--- src/rtl/spi_buffer_sched.sv ---
// Double-buffer scheduler for the SPI slave: the processor fills one bank while SPI drains the other.
// Strobes are combinational; counters and bank swap update on posedge clk, swap deferred while SPI is busy.
module spi_buffer_sched #(
  parameter int BUF_SIZE   = 10,
  parameter int ADDR_WIDTH = 4
) (
  input  logic                  clk,
  input  logic                  rst,
  input  logic                  wr,
  input  logic                  cycle_end,
  input  logic                  spi_busy,
  input  logic                  spi_ready,
  output logic                  bank_sel,
  output logic                  buf_wr_a,
  output logic                  buf_wr_b,
  output logic                  buf_oe_a,
  output logic                  buf_oe_b,
  output logic [ADDR_WIDTH-1:0] fill_addr,
  output logic [ADDR_WIDTH-1:0] send_addr,
  output logic [ADDR_WIDTH-1:0] send_len,
  output logic                  swap_done,
  output logic                  waiting,
  output logic                  overflow,
  output logic                  underrun
);

  localparam logic [ADDR_WIDTH-1:0] FULL = ADDR_WIDTH'(BUF_SIZE);

  typedef enum logic [1:0] {S_FILL, S_WAIT, S_SWAP} state_t;

  state_t state, state_nxt;
  logic   wr_ok, rd_ok;

  // Strobes are forced low during reset so every output reads 0.
  assign wr_ok = !rst && wr && (fill_addr < FULL);
  assign rd_ok = !rst && spi_ready && (state != S_SWAP) && (send_addr < send_len);

  assign buf_wr_a  = wr_ok && !bank_sel;
  assign buf_wr_b  = wr_ok &&  bank_sel;
  assign buf_oe_a  = rd_ok &&  bank_sel;
  assign buf_oe_b  = rd_ok && !bank_sel;
  assign waiting   = (state == S_WAIT);
  assign swap_done = (state == S_SWAP);

  always_ff @(posedge clk) begin
    if (rst) state <= S_FILL;
    else     state <= state_nxt;
  end

  always_comb begin
    state_nxt = state;
    case (state)
      S_FILL: if (cycle_end) state_nxt = spi_busy ? S_WAIT : S_SWAP;
      S_WAIT: if (!spi_busy) state_nxt = S_SWAP;
      S_SWAP: state_nxt = S_FILL;
      default: state_nxt = S_FILL;
    endcase
  end

  always_ff @(posedge clk) begin
    if (rst) begin
      bank_sel  <= 1'b0;
      fill_addr <= '0;
      send_addr <= '0;
      send_len  <= '0;
      overflow  <= 1'b0;
      underrun  <= 1'b0;
    end else begin
      underrun <= spi_ready && !rd_ok;
      if (wr && (fill_addr == FULL)) overflow <= 1'b1;
      if (state == S_SWAP) begin
        // A word written during the swap cycle still belongs to the closing frame.
        bank_sel  <= !bank_sel;
        send_len  <= fill_addr + ADDR_WIDTH'(wr_ok);
        fill_addr <= '0;
        send_addr <= '0;
      end else begin
        if (wr_ok) fill_addr <= fill_addr + 1'b1;
        if (rd_ok) send_addr <= send_addr + 1'b1;
      end
    end
  end

endmodule
--- config.mk ---
export PLATFORM = sky130hd
export DESIGN_NAME = spi_buffer_sched
export DESIGN_NICKNAME = d
export VERILOG_FILES = /design/src/rtl/spi_buffer_sched.sv
export SDC_FILE = /design/constraint.sdc
export NUM_CORES = 1
export LEC_CHECK = 0
export BUFFER_PORTS_ARGS = -buffer_cell sky130_fd_sc_hd__buf_4
export CORE_ASPECT_RATIO = 0.75
export CORE_MARGIN = 4
export CORE_UTILIZATION = 41
export CTS_CLUSTER_DIAMETER = 30
export DETAILED_ROUTE_END_ITERATION = 7
export GPL_TIMING_DRIVEN = 0
export HOLD_SLACK_MARGIN = 0.02
export PLACE_DENSITY = 0.69
export SYNTH_ARGS = -nofsm -noshare
export SYNTH_HDL_FRONTEND = slang
export SYNTH_SLANG_ARGS = --single-unit
--- constraint.sdc ---
create_clock -name clk -period 3.1 [get_ports clk]
set_input_delay 0.62 -clock clk [delete_from_list [all_inputs] [get_ports clk]]
set_output_delay 0.62 -clock clk [all_outputs]
set_load 0.02 [all_outputs]
---- Word-level counts from Yosys, hierarchy flattened ----
Cells that the tools add are included.
word-level totals
  logic and storage cells ................. 39
  output and inout port bits .............. 21
  flip-flop bits (word level) ............. 17
  input port bits ......................... 6
cells by class
  add/sub/neg operators ................... 3
  multiplexer cells ....................... 4
  reduce and logical (&&, ||, !) cells .... 17
  equality and inequality tests ........... 6
  order comparisons ....................... 2
operators by type and width
  operator                                             count
  logical AND 1 bit                                    11
  adder 4 x 1 -> 4 bit, second input constant          2
  2-to-1 mux 2 bit                                     3
  != test 2 bit, second input constant                 3
  adder 4 x 1 -> 4 bit                                 1
  equality test 4 bit, second input constant           1
  < comparator 4 bit                                   1
  < comparator 4 bit, second input constant            1
  case mux 2 bit (2 select lines)                      1
  logical NOT 1 bit                                    3
  equality test 2 x 1 -> 1 bit, second input constant  1
  equality test 2 bit, second input constant           1
  logical NOT 2 bit                                    1
  AND reduction 2 bit                                  1
  OR reduction 2 bit                                   1

---- Depth between registers and ports, before layout ----
  depth after elaboration ................. 6
  mapped depth ............................ 8
  gate-level depth less buffers ........... 7

---- Worst setup path after synthesis ----
No wires, ideal clock.
  kind .................................... input port to output port
  start ................................... in rst
  end ..................................... out buf_oe_a
  setup slack ............................. 763 ps
  stages .................................. 4
  arrival time ............................ 1717 ps
  buffers on the path ..................... 2
  required time ........................... 2480 ps
  cells stage by stage .................... clkbuf_1 or2_0 clkbuf_1 nor3_1
on the way
  word-level cells in the longest chain between the ends .. 5
RTL lines
  what                             line  source
  start: declaration               8     input logic rst,
  logical NOT 1 bit                36    assign rd_ok = !rst && spi_ready && (state != S_SWAP) && (send_addr < send_len);
  logical AND 1 bit (3 in series)  36
  logical AND 1 bit                40    assign buf_oe_a = rd_ok && bank_sel;
  end: declaration                 16    output logic buf_oe_a,
No other way between the ends.

---- Final worst setup path ----
Ends and elaborated chain as after synthesis.

==> metrics.txt <==
metal3 WL=145 um; iteration count of the initial detailed-routing pass=4; Cell Area, Synth=869.6 um2; layout cells sized above 1=25.78%; VDD IR-drop max=311.2 uV; Setup CP Type=primary input to output port; gp weighted congestion=0.6902; First DRT Iteration DRCs=16; final wirelength=1825 um; Synthesized Nets=112; CTS Sinks=17; clk slew on worst S/H paths=0.09 ns; IO Port Bufs=26; final-report setup violation count=0; hold_sp=state[1]; reg-to-reg slack, setup=1.30 ns; largest net degree at the start of global routing=11; hpwl dp=1381 um; die area=2930 um2; Hold EP=state[1]; Worst slew margin=65.47%; DRC=0; post-synthesis cell count=98; cells on worst reg2reg path=8; Setup Slack @ Placement=0.5643 ns; Yosys cell types=27; Initial Utilization=43.17%; commonest non-fill, non-tap cells in the layout=buf_4, dfxtp_1, nor2_1; Setup crit end kind=output port; Post-CTS Hold Buffers=0; Diodes inserted=0; vias after detailed routing=757; Vert. Die Dim=47.89 um; leakage power=0.4985 nW; Synth async-reset ratio=0%; # IOs=27; Power Dens Cells=390.7 nW/um2; Worst R2R End=send_len[2]; Main synth FF type=dfxtp_1; r2r startpoint=fill_addr[3]; Avg Cell Area, Syn=8.873 um2; vias in the first global route=642; post-cts resize count=0; status=finished clean; Highest Signal Layer=met4; Period Utilization, post-route=82.52%; Root Buffer=clkbuf_4; total global routing overflow=0; depth of the worst hold-timing path=1; total track usage=13.47%; area occupied by registers=340.3 um2; wire per inst=12.01 um; Layout fillers=188; Max-cap violations=0; first-pass GRT wire length=2808 um; number of routed nets with antenna violations=0; Seq/Total Area, Yosys=39.14%; core area=2014 um2; Max Slew Vio Count=0; Least-Margin Pin Slew=0.5179 ns; arrival time of the worst setup path=1.94 ns; wire length on met2=776 um; Post-synth EDFFs=0; CTS tree=built; HP Class=flop to flop; H-Tree Depth=1; Clk Latency, worst-skew pair=0.29 ns; P&R area growth vs syn=28.92%; layout net count=143; fmax=390.9 MHz; initial antenna violation count=0; #FFs+latches synth=17; unrepaired setup endpoints after global routing=no; Post-CTS Setup Inserts=0; critical path peak fanout=10; cts bufs inserted=3; multi-input logic area=475.5 um2; final worst setup slack=0.5420 ns; metal1 wirelength=881 um; Critical Path RT=2.48 ns; post-layout min period=2.558 ns; die width=61.18 um; commonest non-fill, non-tap cell in the layout=buf_4; startpoint types=primary input; row cnt=14; final setup TNS=0 ns; clk_skew=0.001379 ns; Ys Warns=0; Clock Path Buffers=2; drt via density=4.980; final hold vios=0
==> cells by family after synthesis <==
kind of cell	synth area share, %
and+or+nand+nor	20.43
xor gates and xnor gates	5.037
AOI/OAI and AO/OA	15.39
DFF	39.14
buffers and inverters	6.186
adders and majority gates	11.51
muxes	2.302
==> worst max path at each step <==
stage               endpoint  depth (start not counted)  from  slack (ns)
finish              buf_oe_a                          6   rst        0.54
global route        buf_oe_b                          6   rst        0.45
global placement    buf_oe_b                          6   rst        0.57
detailed placement  buf_oe_a                          6   rst        0.56
CTS                 buf_oe_a                          6   rst        0.57
floorplan           buf_oe_a                          4   rst        0.76
==> metal layers <==
metal / global-route usage (%) / up-vias
met3: 5.121 / 2
li1: - / 389
met5: 0 / -
met4: 5.195 / 0
met2: 20.46 / 20
met1: 17.38 / 346
==> critical path: stages <==
cell      delay, ns
buf_4          0.08
clkbuf_1       0.37
or2_0          0.17
clkbuf_1       0.41
nor3_1         0.10
buf_4          0.18
==> power breakdown <==
group | switching (mW) | internal (mW) | total [mW]
Combinational | 0.0450 | 0.0368 | 0.0818
Clock | 0.0675 | 0.0501 | 0.118
Sequential | 0.0111 | 0.227 | 0.239
==> cells in the mapped netlist, drive strengths merged (2+ instances only) <==
| cell | n | area, um2 |
|---|---|---|
| inv | 9 | 33.78 |
| xnor2 | 3 | 26.28 |
| mux2i | 2 | 20.02 |
| nor2 | 15 | 56.30 |
| o211ai | 2 | 33.78 |
| a41oi | 2 | 17.52 |
| nor3b | 2 | 26.28 |
| clkbuf | 4 | 15.01 |
| xor2 | 2 | 17.52 |
| o21ai | 5 | 25.02 |
| a211oi | 2 | 15.01 |
| dfxtp | 17 | 340.3 |
| nand2 | 4 | 15.01 |
| a211o | 2 | 17.52 |
| nand3 | 2 | 10.01 |
| ha | 8 | 100.1 |
| or3 | 2 | 12.51 |
| a21oi | 5 | 25.02 |
| nor2b | 3 | 18.77 |
| nor3 | 2 | 10.01 |
==> stage by stage <==
step / hold WS [ns] / util, % / total power [mW] / cells / instance area (um2)
global route: 0.4734 / 55.65 / 0.4631 / 152 / 1121
floorplan: 0.4373 / - / 0.2940 / 98 / 869.6
CTS: 0.4820 / 55.65 / 0.4434 / 152 / 1121
global placement: 0.4541 / 54.35 / 0.3242 / 148 / 1095
finish: 0.4868 / 55.65 / 0.4380 / 152 / 1121
detailed placement: 0.4660 / 54.35 / 0.3259 / 148 / 1095
==> registers in the layout (all words and copies together) (netlist names) <==
| signal | count |
|---|---|
| bank_sel | 1 |
| send_len | 4 |
| overflow | 1 |
| state | 2 |
| underrun | 1 |
| send_addr | 4 |
| fill_addr | 4 |
==> layout make-up <==
cell class	instances	share of cell area, %
multi-input cells	67	42.41
plain buffers	5	1.786
inverters	9	3.013
repair buffers	26	17.41
clock buffers	4	2.344
flip-flops and latches	17	30.36
well taps	24	2.679
(Power assumes the default switching activity.)
